==> config.mk <==
export PLATFORM = sky130hd
export DESIGN_NAME = ntt_pair_issuer
export DESIGN_NICKNAME = d
export VERILOG_FILES = /design/src/rtl/ntt_pkg.sv /design/src/rtl/ntt_pair_addr_gen.sv /design/src/rtl/ntt_pair_issuer.sv
export SDC_FILE = /design/constraint.sdc
export NUM_CORES = 1
export LEC_CHECK = 0
export ABC_AREA = 1
export CAP_MARGIN = 40
export CELL_PAD_IN_SITES_DETAIL_PLACEMENT = 1
export CELL_PAD_IN_SITES_GLOBAL_PLACEMENT = 1
export CORE_AREA = 2 2 267 269
export DETAILED_ROUTE_END_ITERATION = 10
export DIE_AREA = 0 0 269 271
export PLACE_DENSITY = 0.62
export SLEW_MARGIN = 25
export SYNTH_ARGS = -nofsm -noshare
export SYNTH_HDL_FRONTEND = slang
export SYNTH_SLANG_ARGS = --single-unit
==> constraint.sdc <==
create_clock -name clk -period 11.39 [get_ports clk]
set_clock_uncertainty 0.15 [all_clocks]
set_input_delay 2.8475 -clock clk [delete_from_list [all_inputs] [get_ports clk]]
set_output_delay 2.8475 -clock clk [all_outputs]
set_load 0.05 [all_outputs]
==> src/rtl/ntt_pkg.sv <==
// Shared types for the NTT pipeline: FIFO entry layout, pair-issuer state encoding, default modulus.
package ntt_pkg;

  localparam logic [31:0] DEFAULT_MOD_Q = 32'd8380417;

  typedef enum logic [1:0] {
    ST_IDLE,
    ST_ISSUE,
    ST_DRAIN_WAIT,
    ST_DONE
  } issuer_state_e;

  // One entry carries two butterflies: four coefficients and two twiddles.
  typedef struct packed {
    logic        valid;
    logic [1:0]  stage;
    logic        is_intt;
    logic [31:0] i;
    logic [31:0] j;
    logic [31:0] current_pair;
    logic [7:0]  m;
    logic [7:0]  counter;
    logic [31:0] mod_q;
    logic [31:0] index1;
    logic [31:0] index2;
    logic [31:0] index3;
    logic [31:0] index4;
    logic [31:0] tf_index1;
    logic [31:0] tf_index2;
    logic [31:0] poly1;
    logic [31:0] poly2;
    logic [31:0] poly3;
    logic [31:0] poly4;
    logic [31:0] tf_val1;
    logic [31:0] tf_val2;
    logic [31:0] btfu_out1;
    logic [31:0] btfu_out2;
    logic        butterfly_done;
    logic [7:0]  butterfly_id;
  } ntt_pipeline_data_t;

endpackage

==> src/rtl/ntt_pair_addr_gen.sv <==
// Combinational address generator: (stage, pair, direction) -> coefficient indices of two
// butterflies, their twiddle indices, group of the first butterfly and half-span len.
module ntt_pair_addr_gen #(
  parameter int N     = 256,
  parameter int LOG_N = $clog2(N),
  parameter int SW    = $clog2(LOG_N),
  parameter int PW    = LOG_N - 2
) (
  input  logic [SW-1:0]    s,
  input  logic [PW-1:0]    p,
  input  logic             is_intt,
  output logic [LOG_N-1:0] index1,
  output logic [LOG_N-1:0] index2,
  output logic [LOG_N-1:0] index3,
  output logic [LOG_N-1:0] index4,
  output logic [LOG_N-1:0] tf_index1,
  output logic [LOG_N-1:0] tf_index2,
  output logic [LOG_N-1:0] g0,
  output logic [LOG_N-1:0] len
);

  logic [SW-1:0]    lsh;
  logic [SW-1:0]    gsh;
  logic [SW:0]      lsh1;
  logic [LOG_N-1:0] mask, grp_cnt;
  logic [LOG_N-1:0] bf0, bf1, g1, k0, k1, a0, a1;

  // len and group count are powers of two, so div/mod collapse to shift/mask.
  always_comb begin
    lsh     = is_intt ? s : SW'(LOG_N - 1) - s;
    lsh1    = {1'b0, lsh} + (SW+1)'(1);
    gsh     = SW'(LOG_N - 1) - lsh;
    len     = LOG_N'(1) << lsh;
    mask    = len - LOG_N'(1);
    grp_cnt = LOG_N'(1) << gsh;
    bf0     = {1'b0, p, 1'b0};
    bf1     = {1'b0, p, 1'b1};
    g0      = bf0 >> lsh;
    g1      = bf1 >> lsh;
    k0      = bf0 & mask;
    k1      = bf1 & mask;
    a0      = (g0 << lsh1) | k0;
    a1      = (g1 << lsh1) | k1;
    index1  = a0;
    index2  = a0 | len;
    index3  = a1;
    index4  = a1 | len;
    // 2G can overflow LOG_N bits at G=N/2; the modular result is still exact.
    tf_index1 = is_intt ? (grp_cnt << 1) - LOG_N'(1) - g0 : grp_cnt + g0;
    tf_index2 = is_intt ? (grp_cnt << 1) - LOG_N'(1) - g1 : grp_cnt + g1;
  end

endmodule

==> src/rtl/ntt_pair_issuer.sv <==
// Write end of the NTT pipeline FIFO: walks all stages of an N-point NTT/INTT, one butterfly pair
// per entry, with stage barriers. NTT_ISSUER_PERF_EN enables stall/drain cycle counters.
module ntt_pair_issuer import ntt_pkg::*; #(
  parameter int          N     = 256,
  parameter int          LOG_N = $clog2(N),
  parameter logic [31:0] MOD_Q = DEFAULT_MOD_Q
) (
  input  logic               clk,
  input  logic               reset,
  input  logic               start,
  input  logic               is_intt,
  input  logic               drain_done,
  input  logic               fifo_full,
  output logic               fifo_write_en,
  output ntt_pipeline_data_t fifo_write_data,
  output logic               busy,
  output logic               done,
  output logic [31:0]        stall_cycles,
  output logic [31:0]        drain_cycles
);

  localparam int SW = $clog2(LOG_N);
  localparam int PW = LOG_N - 2;
  localparam logic [PW-1:0] LAST_PAIR  = PW'(N/4 - 1);
  localparam logic [SW-1:0] LAST_STAGE = SW'(LOG_N - 1);

  issuer_state_e      state, state_nx;
  logic [SW-1:0]      stage_q, s_ld;
  logic [PW-1:0]      pair_q, p_ld;
  logic               intt_q, intt_ld;
  logic [7:0]         cnt_q, cnt_ld;
  logic               load, last_pair, last_stage;
  logic [LOG_N-1:0]   ag_idx1, ag_idx2, ag_idx3, ag_idx4, ag_tf1, ag_tf2, ag_g0, ag_len;
  ntt_pipeline_data_t entry;

  assign last_pair  = (pair_q == LAST_PAIR);
  assign last_stage = (stage_q == LAST_STAGE);

  always_ff @(posedge clk or posedge reset) begin
    if (reset) state <= ST_IDLE;
    else       state <= state_nx;
  end

  always_comb begin
    state_nx = state;
    case (state)
      ST_IDLE:       if (start) state_nx = ST_ISSUE;
      ST_ISSUE:      if (fifo_write_en && last_pair) state_nx = ST_DRAIN_WAIT;
      ST_DRAIN_WAIT: if (drain_done) state_nx = last_stage ? ST_DONE : ST_ISSUE;
      ST_DONE:       state_nx = ST_IDLE;
      default:       state_nx = ST_IDLE;
    endcase
  end

  always_comb begin
    fifo_write_en = (state == ST_ISSUE) && !fifo_full;
    busy          = (state != ST_IDLE);
    done          = (state == ST_DONE);
  end

  // Next walk position; the entry register loads the entry for this position on state entry
  // or when the presented entry is accepted, so data holds still under back-pressure.
  always_comb begin
    load    = 1'b0;
    s_ld    = stage_q;
    p_ld    = pair_q;
    intt_ld = intt_q;
    cnt_ld  = cnt_q;
    case (state)
      ST_IDLE: if (start) begin
        load    = 1'b1;
        s_ld    = '0;
        p_ld    = '0;
        intt_ld = is_intt;
        cnt_ld  = '0;
      end
      ST_ISSUE: if (fifo_write_en) begin
        cnt_ld = cnt_q + 8'd1;
        if (!last_pair) begin
          load = 1'b1;
          p_ld = pair_q + PW'(1);
        end
      end
      ST_DRAIN_WAIT: if (drain_done && !last_stage) begin
        load = 1'b1;
        s_ld = stage_q + SW'(1);
        p_ld = '0;
      end
      default: ;
    endcase
  end

  ntt_pair_addr_gen #(.N(N), .LOG_N(LOG_N), .SW(SW), .PW(PW)) u_addr (
    .s         (s_ld),
    .p         (p_ld),
    .is_intt   (intt_ld),
    .index1    (ag_idx1),
    .index2    (ag_idx2),
    .index3    (ag_idx3),
    .index4    (ag_idx4),
    .tf_index1 (ag_tf1),
    .tf_index2 (ag_tf2),
    .g0        (ag_g0),
    .len       (ag_len)
  );

  always_comb begin
    entry              = '0;
    entry.valid        = 1'b1;
    entry.stage        = 2'b00;
    entry.is_intt      = intt_ld;
    entry.i            = 32'(s_ld);
    entry.j            = 32'(ag_g0);
    entry.current_pair = 32'(p_ld);
    entry.m            = 8'(ag_len);
    entry.counter      = cnt_ld;
    entry.mod_q        = MOD_Q;
    entry.index1       = 32'(ag_idx1);
    entry.index2       = 32'(ag_idx2);
    entry.index3       = 32'(ag_idx3);
    entry.index4       = 32'(ag_idx4);
    entry.tf_index1    = 32'(ag_tf1);
    entry.tf_index2    = 32'(ag_tf2);
  end

  always_ff @(posedge clk or posedge reset) begin
    if (reset) begin
      stage_q         <= '0;
      pair_q          <= '0;
      intt_q          <= 1'b0;
      cnt_q           <= '0;
      fifo_write_data <= '0;
    end else begin
      stage_q <= s_ld;
      pair_q  <= p_ld;
      intt_q  <= intt_ld;
      cnt_q   <= cnt_ld;
      if (load) fifo_write_data <= entry;
    end
  end

`ifdef NTT_ISSUER_PERF_EN
  logic [31:0] stall_q, drain_q;

  always_ff @(posedge clk or posedge reset) begin
    if (reset) begin
      stall_q <= '0;
      drain_q <= '0;
    end else if (state == ST_IDLE && start) begin
      stall_q <= '0;
      drain_q <= '0;
    end else begin
      if (state == ST_ISSUE && fifo_full && stall_q != 32'hFFFF_FFFF) stall_q <= stall_q + 32'd1;
      if (state == ST_DRAIN_WAIT && drain_q != 32'hFFFF_FFFF)        drain_q <= drain_q + 32'd1;
    end
  end

  assign stall_cycles = stall_q;
  assign drain_cycles = drain_q;
`else
  assign stall_cycles = '0;
  assign drain_cycles = '0;
`endif

endmodule

# Yosys cells after proc, flatten, opt, wreduce, memory -nomap -nowiden
# Index checks and enable logic that the tools add are counted.
[totals] register_bits=104 out_inout_bits=672 elab_cells=85
[op_classes] addsub=12 eq_ne=8 shifts=6 n_mux=26 n_bitwise=6 n_reduce_logical=8
[op_table] cell="8-bit 2-to-1 mux" count=4
[op_table] cell="8-bit OR" count=4
[op_table] cell="6-bit 2-to-1 mux" count=4
[op_table] cell="6-bit one-hot mux with 3 select lines" count=1
[op_table] cell="8-bit adder" count=2
[op_table] cell="7-bit by 8-bit bitwise AND with 8-bit output" count=2
[op_table] cell="8-bit one-hot mux with 2 select lines" count=1
[op_table] cell="1-bit by 3-bit << shifter with 8-bit output (first input constant)" count=2
[op_table] cell="8-bit by 4-bit << shifter with 8-bit output" count=2
[op_table] cell="7-bit by 3-bit right shift with 8-bit output" count=2
[op_table] cell="8-bit by 1-bit subtractor with 8-bit output (second input constant)" count=2
[op_table] cell="8-bit subtractor" count=2
[op_table] cell="3-bit 2-to-1 mux" count=3
[op_table] cell="8-bit by 1-bit adder with 8-bit output (second input constant)" count=1
[op_table] cell="2-bit 2-to-1 mux" count=4
[op_table] cell="2-bit one-hot mux with 4 select lines" count=1
[op_table] cell="6-bit by 1-bit adder with 6-bit output (second input constant)" count=1
[op_table] cell="6-bit equality test (second input constant)" count=1
[op_table] cell="1-bit 2-to-1 mux" count=6
[op_table] cell="2-bit != test (second input constant)" count=3
[op_table] cell="3-bit one-hot mux with 2 select lines" count=1
[op_table] cell="3-bit subtractor (first input constant)" count=2
[op_table] cell="3-bit by 1-bit adder with 4-bit output (second input constant)" count=1
[op_table] cell="2-bit equality test (second input constant)" count=2
[op_table] cell="9 further kinds" count=12

# Logic depth before layout (Yosys ltp)
# Gate-level depths: netlist of run 1.
[depth] depth_word=12 depth_mapped=30 mapped_depth_nobuf=30

# By module
# From an unflattened synthesis of run 1, not the netlist that was laid out.
[unflattened] cells_unflattened=1431 area_unflattened_um2=10506.3
[modules_own_cells] module="ntt_pair_issuer" n_inst=1 cells_per_inst=1087 area_each_um2=8703.3
[modules_own_cells] module="ntt_pair_addr_gen" n_inst=1 cells_per_inst=344 area_each_um2=1803.0

# Worst setup path before layout of run 1
# No wires, ideal clock.
[synth_timing] path_kind="input -> output" start="input port fifo_full" end="output port fifo_write_en" arrival_time_ns=3.203 t_required_ns=8.392 setup_slack_ns=5.189 stages=1 n_path_buf=0 path_cell_list="nor2_4"
[synth_between] elab_chain_cells=2
[synth_lines] item="start, declared" line="ntt_pair_issuer.sv:13" rtl="input logic fifo_full,"
[synth_lines] item="1-bit zero test" line="ntt_pair_issuer.sv:56" rtl="fifo_write_en = (state == ST_ISSUE) && !fifo_full;"
[synth_lines] item="1-bit logical AND" line="ntt_pair_issuer.sv:56"
[synth_lines] item="end, declared" line="ntt_pair_issuer.sv:14" rtl="output logic fifo_write_en,"
# Every way passes these cells.

# Worst setup path after layout of run 1
# Ends and elaborated chain as after synthesis.

==> run_results.csv, run 1 <==
group,metric,value,unit
outcome,status,"finished, final reports clean",
pwr,p_clk_share,8.7,%
synth,seq_area_frac_synth,24.6,%
placed_design,port_buffers,101,
worst_setup_path,critPathLaunch,"fifo_full",
min_path,min_from,"fifo_write_data[329]",
synth,netlist_area,10400,um^2
placed_design,dp_hpwl,25100,um
cells_and_area,fill_cells,8695,
global_route,grt-ovfl-total,0,
timing,min_period,7.44,ns
worst_setup_path,crit_path_start_kind,"primary input",
die,floorplan.initialDensity,14.9,%
worst_setup_path,arrival,4.44,ns
pwr,netSwitchingPower,2390,uW
detailed_routing,wl_per_cell,12.4,um
synth,avgSynthCellArea,7.46,um^2
die,io-pin-count,678,
cells_and_area,multi_input_area,5170,um^2
clocking,hold_buffers,0,
timing,fin_ws,3.95,ns
die,fp-row-count,97,
timing,timing.fmax,134,MHz
placed_design,gp_congestion,0.826,
timing,tightest_slew,0.786,ns
die,die_w,269,um
synth,synth_edf_count,0,
clocking,path_clk_slew,0.08,ns
die,core,69800,um^2
timing,rsz0062_at_grt,"false",
worst_setup_path,required,8.39,ns
pwr,total_power,3740,uW
worst_setup_path,path_common_cell,"clkdlybuf4s50_1",
cells_and_area,layout-area-overhead-vs-synth,1.87,%
worst_setup_path,cp-end-kind,"output port",
clocking,numCtsBuffers,9,
cells_and_area,num_antenna_cells,0,
detailed_routing,vias,6963,
worst_setup_path,critPathSlowestCell,"clkdlybuf4s50_1",
detailed_routing,ant_nets,0,
detailed_routing,dr.pass1.iters,4,
worst_setup_path,cpPeakStageDelay,0.85,ns
worst_setup_path,worstReg2RegStart,"state[0]",
timing,final_hold_viol_count,0,
synth,ys_types,41,
detailed_routing,drc,0,
flow_run,cap_violations,0,
pwr,p_per_area,353,nW/um^2
global_route,grt_pass1_vias,6696,
global_route,grt_max_degree,62,
min_path,hold_class,"reg2reg",
synth,ys_ff_latch,102,
pwr,p_int,1350,uW
cells_and_area,drive_above_1_share,4.94,%
synth,synth_cells,1392,
cells_and_area,regArea,2550,um^2
clocking,clock-root-buffer,"clkbuf_16",
timing,setup_tns,0,ns
clocking,post_cts_buffers,0,
clocking,cts_max_level,3,
worst_setup_path,path_class,"in2out",
clocking,cts_tree,"done",
pwr,sw_frac_of_total,63.8,%
timing,period_share,65.3,%
detailed_routing,via_per_inst,2.88,
clocking,clock_sinks,102,
synth,async_flop_share,100,%
die,fp.dieArea,72900,um^2
global_route,grt_pass1_wl,43000,um
clocking,clockBufferDepth,2,
timing,drv_slew,0,
cells_and_area,layout.nets,1505,
worst_setup_path,crit_path_cell_trace,"clkdlybuf4s50_1 -> nor2_4 -> clkdlybuf4s50_1",
global_route,grt.total_usage,7.95,%
detailed_routing,dr.first_iter.drc_count,357,
timing,maxSlewHeadroom,47.4,%
pwr,power_frac_seq,15.6,%
clocking,cts_resized,0,
worst_setup_path,cp_max_fo,10,
pwr,p_leak,0.00562,uW
pwr,p_comb_share,75.7,%
pwr,peakVddDrop,0.000104,V
detailed_routing,routed_wirelength,29900,um
synth,ys.flop_type,"dfrtp_1",
die,die_h,271,um
clocking,clkLatencyLatePin,0.38,ns
global_route,grt_antenna_before_repair,0,
timing,setup_viol,0,
placed_design,place_ws,3.94,ns
synth,yosys_warnings,0,
final timing paths:
kind | end | slack [ns] | cells past startpoint
min in group asynchronous | fifo_write_data[457] | 2.71 | 2
min | fifo_write_data[329] | 0.32 | 1
max reg2reg | fifo_write_data[271] | 6.80 | 24
max | fifo_write_en | 3.95 | 3
min reg2reg | fifo_write_data[329] | 0.32 | 1
max in group asynchronous | fifo_write_data[268] | 7.27 | 4
power groups by stage:
stage | Sequential, uW | Combinational [uW] | Clock, uW
2_1_floorplan | 946 | 1880 | 0
3_3_place_gp | 589 | 2860 | 0
3_5_place_dp | 590 | 2870 | 0
4_1_cts | 585 | 2880 | 347
5_1_grt | 603 | 3140 | 356
6_report | 582 | 2830 | 327
registers in the layout, summed over array words and instances (netlist names):
register	flops
fifo_write_data	82
cnt_q	8
pair_q	6
stage_q	3
state	2
intt_q	1
metrics by stage:
step / area [um^2] / std cells / utilization (%) / hold WS, ns
after CTS: 10600 / 2419 / 15.2 / 0.325
after floorplan: 12500 / 1967 / - / 0.341
after detailed placement: 10300 / 2403 / 14.7 / 0.305
after global placement: 10300 / 2402 / 14.7 / 0.301
after global routing: 10600 / 2419 / 15.2 / 0.358
final: 10600 / 2419 / 15.2 / 0.321
synth_stat cells (6+ instances only):
library cell  number  share of area [%]
inv_1             76                2.7
nand3_2            7               0.67
nand4_1           11               0.66
o21ai_1           11               0.53
buf_4            589                 43
dfrtp_1          102                 25
o211ai_1           8               0.58
clkbuf_1          15               0.54
nand2_1          266                9.6
a31oi_1           10               0.60
ha_1              23                2.8
nand3_1           71                3.4
nor2_1            53                1.9
o21ai_0           39                1.9
nand2_2           18                1.1
a21oi_1           38                1.8
nor2_2             6               0.36
worst max-delay path: cells and delay by family:
family                 cells  cell delay, ns
buffers and inverters      2            1.34
and+or+nand+nor            1            0.26
kinds of logic after synthesis:
| group | synth area share, % |
|---|---|
| DFF | 24.6 |
| adders and majority gates | 3.16 |
| and+or+nand+nor | 19.3 |
| buffers and inverters | 46.4 |
| xor gates and xnor gates | 0.506 |
| other | 0.0361 |
| AOI/OAI and AO/OA | 6.01 |
area by class of cell:
| class | count | share of cell area [%] |
|---|---|---|
| multi-input combinational | 1172 | 48.9 |
| sequential | 102 | 24.1 |
| inverter | 84 | 3.06 |
| tap | 940 | 11.1 |
| clock inverter | 7 | 0.733 |
| timing repair buffer | 105 | 9.96 |
| clock buffer | 9 | 2.13 |
layout by cell type, fill, tap and decap left out, types with 6 or more instances in the layout:
| cell type | n |
|---|---|
| conb_1 | 576 |
| nand2_1 | 266 |
| dfrtp_1 | 102 |
| clkdlybuf4s50_1 | 101 |
| inv_1 | 75 |
| nand3_1 | 71 |
| nor2_1 | 53 |
| o21ai_0 | 39 |
| a21oi_1 | 38 |
| ha_1 | 23 |
| nand2_2 | 18 |
| o21ai_1 | 11 |
| nand4_1 | 11 |
| a31oi_1 | 10 |
| clkbuf_16 | 9 |
| o211ai_1 | 8 |
| nand3_2 | 7 |
| nor2_2 | 6 |
metal layers:
metal / up-vias / track usage, % / share of wire (%)
met3: 25 / 1.88 / 6.0
li1: 3381 / - / -
met1: 3285 / 9.39 / 40
met5: - / 0 / 0
met2: 272 / 13.9 / 52
met4: 0 / 2.79 / 2.0
No activity file was read; power rests on OpenSTA's default activity.
==> run 2: changes to the inputs <==
--- a/config.mk
+++ b/config.mk
@@ -9,10 +9,10 @@
 export CAP_MARGIN = 40
 export CELL_PAD_IN_SITES_DETAIL_PLACEMENT = 1
 export CELL_PAD_IN_SITES_GLOBAL_PLACEMENT = 1
-export CORE_AREA = 2 2 267 269
+export CORE_AREA = 2 2 263 265
 export DETAILED_ROUTE_END_ITERATION = 10
-export DIE_AREA = 0 0 269 271
-export PLACE_DENSITY = 0.62
+export DIE_AREA = 0 0 265 267
+export PLACE_DENSITY = 0.65
 export SLEW_MARGIN = 25
 export SYNTH_ARGS = -nofsm -noshare
 export SYNTH_HDL_FRONTEND = slang
==> constraint.sdc (replaced) <==
create_clock -name clk -period 6.1 [get_ports clk]
set_clock_uncertainty 0.15 [all_clocks]
set_input_delay 1.525 -clock clk [delete_from_list [all_inputs] [get_ports clk]]
set_output_delay 1.525 -clock clk [all_outputs]
set_load 0.05 [all_outputs]
==> run 2 against run 1 <==
Sequential share of layout area grew 0.14 points. Hold slack gained 0.010 ns. Critical endpoint is now fifo_write_data[304]. Clock power grew 81%. Combinational power up 87%. Utilization grew 0.31 points. Wire length decreased by 1.9%. Cell count fell by 2.2%. Power increased by 87%. Via count increased by 1.2%.
==> run_results.csv, run 2 (synthesis gave the netlist of run 1 again) <==
group,metric,value,unit
die,die_h,267,um
clocking,clock-root-buffer,"clkbuf_16",
timing,min_period,5.23,ns
worst_setup_path,worstReg2RegStart,"stage_q[0]",
clocking,numCtsBuffers,9,
clocking,cts_tree,"done",
cells_and_area,largest_reg_flops,82,
cells_and_area,layout-area-overhead-vs-synth,1.29,%
outcome,status,"finished, final reports clean",
worst_setup_path,rr_endpoint,"fifo_write_data[270]",
timing,maxSlewHeadroom,46.3,%
clocking,post_cts_buffers,0,
cells_and_area,num_antenna_cells,0,
min_path,holdPathStages,1,
flow_run,cap_violations,0,
detailed_routing,drc,0,
global_route,grt_pass1_vias,6483,
global_route,grt_pass1_wl,41000,um
die,io-pin-count,678,
cells_and_area,fill_cells,8492,
cells_and_area,drive_above_1_share,5.26,%
cells_and_area,final_cell_mix,"576 x conb_1, 266 x nand2_1, 102 x dfrtp_1",
cells_and_area,layout_commonest_cell,"conb_1",
pwr,p_leak,0.00563,uW
worst_setup_path,path_class,"in2reg",
clocking,cts_resized,0,
worst_setup_path,cp_max_fo,15,
timing,timing.fmax,191,MHz
timing,drv_slew,0,
timing,setup_viol,0,
die,die_w,265,um
placed_design,place_ws,0.473,ns
timing,setup_tns,0,ns
placed_design,port_buffers,101,
clocking,cts_max_level,3,
timing,rsz0062_at_grt,"false",
die,fp.dieArea,70800,um^2
pwr,peakVddDrop,0.000255,V
worst_setup_path,cpPeakStageDelay,0.49,ns
worst_setup_path,critPathSlowestCell,"clkdlybuf4s50_1",
clocking,hold_buffers,0,
min_path,min_from,"fifo_write_data[329]",
cells_and_area,regMostFlops,"fifo_write_data",
pwr,p_per_area,664,nW/um^2
timing,fin_ws,0.866,ns
cells_and_area,largestRegisters,"fifo_write_data: 82 flops, cnt_q: 8 flops, pair_q: 6 flops",
worst_setup_path,reg2reg_slack,1.80,ns
detailed_routing,via_per_inst,2.98,
worst_setup_path,arrival,5.34,ns
worst_setup_path,r2r_cells,26,
min_path,hold_class,"reg2reg",
clocking,clockBufferDepth,2,
worst_setup_path,cp-end-kind,"register",
clocking,clkLatencyLatePin,0.37,ns
die,floorplan.initialDensity,15.3,%
clocking,path_clk_slew,0.08,ns
detailed_routing,vias,7046,
timing,final_hold_viol_count,0,
cells_and_area,post-route-util,15.5,%
die,fp-row-count,96,
worst_setup_path,path_common_cell,"nand2_1",
detailed_routing,wl_per_cell,12.4,um
cells_and_area,layout.nets,1510,
detailed_routing,ant_nets,0,
min_path,holdPathEnd,"fifo_write_data[329]",
timing,tightest_slew,0.804,ns
detailed_routing,dr.pass1.iters,4,
timing,period_share,85.8,%
placed_design,gp_congestion,0.838,
die,core,68000,um^2
detailed_routing,dr.first_iter.drc_count,357,
worst_setup_path,required,6.21,ns
global_route,grt-ovfl-total,0,
worst_setup_path,crit_path_start_kind,"primary input",
pwr,total_power,6980,uW
global_route,grt_max_degree,44,
clocking,clock_sinks,102,
global_route,grt.total_usage,7.73,%
placed_design,dp_hpwl,24600,um
detailed_routing,routed_wirelength,29300,um
global_route,grt_antenna_before_repair,0,
run 2: changes by cell type in the layout (fill, tap and decap cells not counted):
cell	previous run	this run
buf_4	3	9
inv_6	1	3
buf_12	1	0
clkinv_2	2	1
clkinv_4	1	0
clkinv_8	2	1
clkinvlp_4	0	1
inv_2	5	6
inv_8	2	1
run 2: layer usage:
metal / GRT usage [%] / vias up / share of wire, %
li1: - / 3384 / -
met1: 9.38 / 3367 / 41
met2: 13.4 / 278 / 51
met3: 2.08 / 17 / 6.5
met4: 2.17 / 0 / 1.3
met5: 0 / - / 0
run 2: final cells by class:
type,instances,area [um^2],share of cell area (%)
Clock inverter,7,66.3,0.630
Sequential cell,102,2550,24.3
Timing Repair Buffer,110,1080,10.3
Multi-Input combinational cell,1172,5170,49.2
Tap cell,882,1100,10.5
Inverter,84,323,3.07
Clock buffer,9,225,2.14
run 2: stage by stage:
stage | instance area [um^2] | hold WS (ns) | instances
final | 10500 | 0.332 | 2366
after global routing | 10500 | 0.356 | 2366
after CTS | 10500 | 0.340 | 2366
after detailed placement | 10200 | 0.318 | 2350
after global placement | 10200 | 0.304 | 2350
after floorplan | 12500 | 0.341 | 1967
run 2: worst max-delay path, delay by kind of cell:
kind,cells,cell delay [ns]
fa+ha+maj,4,1.10
xor+xnor,1,0.17
buf+inv,6,0.91
simple gates,15,1.61
run 2: worst max-delay path by stage:
stage	from	end	cells past startpoint	slack (ns)
global route	start	fifo_write_data[304]	26	0.44
floorplan	drain_done	fifo_write_data[271]	24	1.45
global placement	start	fifo_write_data[302]	24	0.58
detailed placement	start	fifo_write_data[304]	26	0.47
finish	start	fifo_write_data[304]	26	0.87
CTS	start	fifo_write_data[304]	26	0.86
run 2: where the power goes:
part           internal, uW  total (uW)  switching [uW]
clock network           288         593             305
logic                  1330        5300            3970
registers               939        1090             152
total                  2560        6980            4430
==> run 3: changes to the inputs <==
--- a/config.mk
+++ b/config.mk
@@ -9,11 +9,11 @@
 export CAP_MARGIN = 40
 export CELL_PAD_IN_SITES_DETAIL_PLACEMENT = 1
 export CELL_PAD_IN_SITES_GLOBAL_PLACEMENT = 1
-export CORE_AREA = 2 2 263 265
+export CORE_AREA = 3 3 264 266
 export DETAILED_ROUTE_END_ITERATION = 10
-export DIE_AREA = 0 0 265 267
+export DIE_AREA = 0 0 267 269
 export PLACE_DENSITY = 0.65
-export SLEW_MARGIN = 25
+export SLEW_MARGIN = 10
 export SYNTH_ARGS = -nofsm -noshare
 export SYNTH_HDL_FRONTEND = slang
 export SYNTH_SLANG_ARGS = --single-unit
==> run 3 against run 2 <==
Worst setup slack worse by 0.19 ns. Highest routed layer is now met5. Via count down 1.0%. Sequential cell count unchanged. Design area about the same. Clock power up 2%.
==> run_results.csv, run 3 (synthesis gave the netlist of run 1 again) <==
group,metric,value,unit
worst_setup_path,cp_max_fo,16,
placed_design,dp_hpwl,25700,um
detailed_routing,wl_per_cell,12.9,um
timing,setup_viol,0,
clocking,clkLatencyLatePin,0.36,ns
timing,period_share,89.0,%
cells_and_area,layout_commonest_cell,"conb_1",
detailed_routing,via_per_inst,2.96,
cells_and_area,regMostFlops,"fifo_write_data",
global_route,grt.total_usage,7.78,%
clocking,post_cts_buffers,0,
worst_setup_path,path_class,"in2reg",
global_route,grt-ovfl-total,0,
timing,min_period,5.43,ns
die,core,67300,um^2
outcome,status,"finished, final reports clean",
timing,maxSlewHeadroom,49.9,%
cells_and_area,layout.nets,1510,
placed_design,port_buffers,101,
min_path,hold_class,"reg2reg",
cells_and_area,layout-area-overhead-vs-synth,1.39,%
timing,timing.hold.ws,0.327,ns
global_route,grt_pass1_wl,41900,um
detailed_routing,routed_wirelength,30500,um
clocking,hold_buffers,0,
worst_setup_path,r2r_cells,25,
timing,final_hold_viol_count,0,
detailed_routing,drc,0,
cells_and_area,final_cell_mix,"576 x conb_1, 266 x nand2_1, 102 x dfrtp_1",
timing,drv_slew,0,
worst_setup_path,cp_num_cells,25,
clocking,numCtsBuffers,9,
pwr,total_power,7030,uW
worst_setup_path,arrival,5.55,ns
detailed_routing,dr.first_iter.drc_count,298,
die,die_w,267,um
timing,tightest_slew,0.749,ns
worst_setup_path,cp-end-kind,"register",
global_route,grt_pass1_vias,6422,
placed_design,gp_congestion,0.828,
worst_setup_path,cpPeakStageDelay,0.50,ns
flow_run,cap_violations,0,
timing,setup_tns,0,ns
cells_and_area,num_antenna_cells,0,
cells_and_area,fill_cells,8432,
detailed_routing,ant_nets,0,
timing,rsz0062_at_grt,"false",
global_route,grt_antenna_before_repair,1,
cells_and_area,largestRegisters,"fifo_write_data: 82 flops, cnt_q: 8 flops, pair_q: 6 flops",
clocking,clock-root-buffer,"clkbuf_16",
timing,timing.fmax,184,MHz
clocking,clockBufferDepth,2,
clocking,cts_resized,0,
detailed_routing,vias,6973,
worst_setup_path,critPathBufInv,5,
worst_setup_path,required,6.22,ns
cells_and_area,largest_reg_flops,82,
die,fp.dieArea,71800,um^2
global_route,grt_max_degree,52,
clocking,path_clk_slew,0.10,ns
die,die_h,269,um
pwr,peakVddDrop,0.000250,V
clocking,clock_sinks,102,
die,io-pin-count,678,
worst_setup_path,crit_path_start_kind,"primary input",
cells_and_area,drive_above_1_share,5.26,%
pwr,p_leak,0.00564,uW
die,floorplan.initialDensity,15.4,%
worst_setup_path,path_common_cell,"nand2_1",
die,fp-row-count,95,
clocking,cts_tree,"done",
min_path,holdPathStages,1,
pwr,p_per_area,667,nW/um^2
clocking,cts_max_level,3,
worst_setup_path,path_delay_family,"simple AND/OR/NAND/NOR gates",
detailed_routing,dr.pass1.iters,5,
worst_setup_path,critPathSlowestCell,"clkdlybuf4s50_1",
## run 3: cell count changes in the layout (fill, tap and decap cells not counted), sizes merged
cell    previous run  this run
inv               88        87
clkbuf             9        10
## run 3: per-layer routing
layer	GRT usage (%)	part of all wire (%)
met1	9.82	41
met2	13.7	52
met3	1.42	5.9
met4	1.96	1.1
met5	0	0.039
## run 3: path summary, 6_finish.rpt
check                                startpoint  slack [ns]                    to
max                                       start        0.67  fifo_write_data[271]
min                        fifo_write_data[329]        0.33  fifo_write_data[329]
max reg2reg                          stage_q[0]        1.68  fifo_write_data[271]
min reg2reg                fifo_write_data[329]        0.33  fifo_write_data[329]
max in group asynchronous                 reset        3.53  fifo_write_data[265]
min in group asynchronous                 reset        1.37  fifo_write_data[331]
## run 3: where the power goes
part	internal [uW]	leakage, uW	switching, uW
sequential	939	0.00131	150
combinational	1340	0.00419	3990
clock	299	0.000144	307
## run 3: final cells by class
type	count	area, um^2	share of cell area (%)
Timing Repair Buffer	110	1090	10.4
Sequential cell	102	2550	24.2
Multi-Input combinational cell	1172	5170	49.1
Inverter	84	323	3.07
Tap cell	873	1090	10.4
Clock inverter	6	61.3	0.582
Clock buffer	10	239	2.27
## run 3: per-stage QoR
stage	util [%]	setup slack (ns)	instance area (um^2)	std cells
2_1_floorplan	-	1.45	12500	1967
6_report	15.7	0.672	10500	2357
5_1_grt	15.7	0.295	10500	2357
3_5_place_dp	15.2	0.303	10200	2341
3_3_place_gp	15.2	0.437	10200	2340
4_1_cts	15.7	0.684	10500	2357
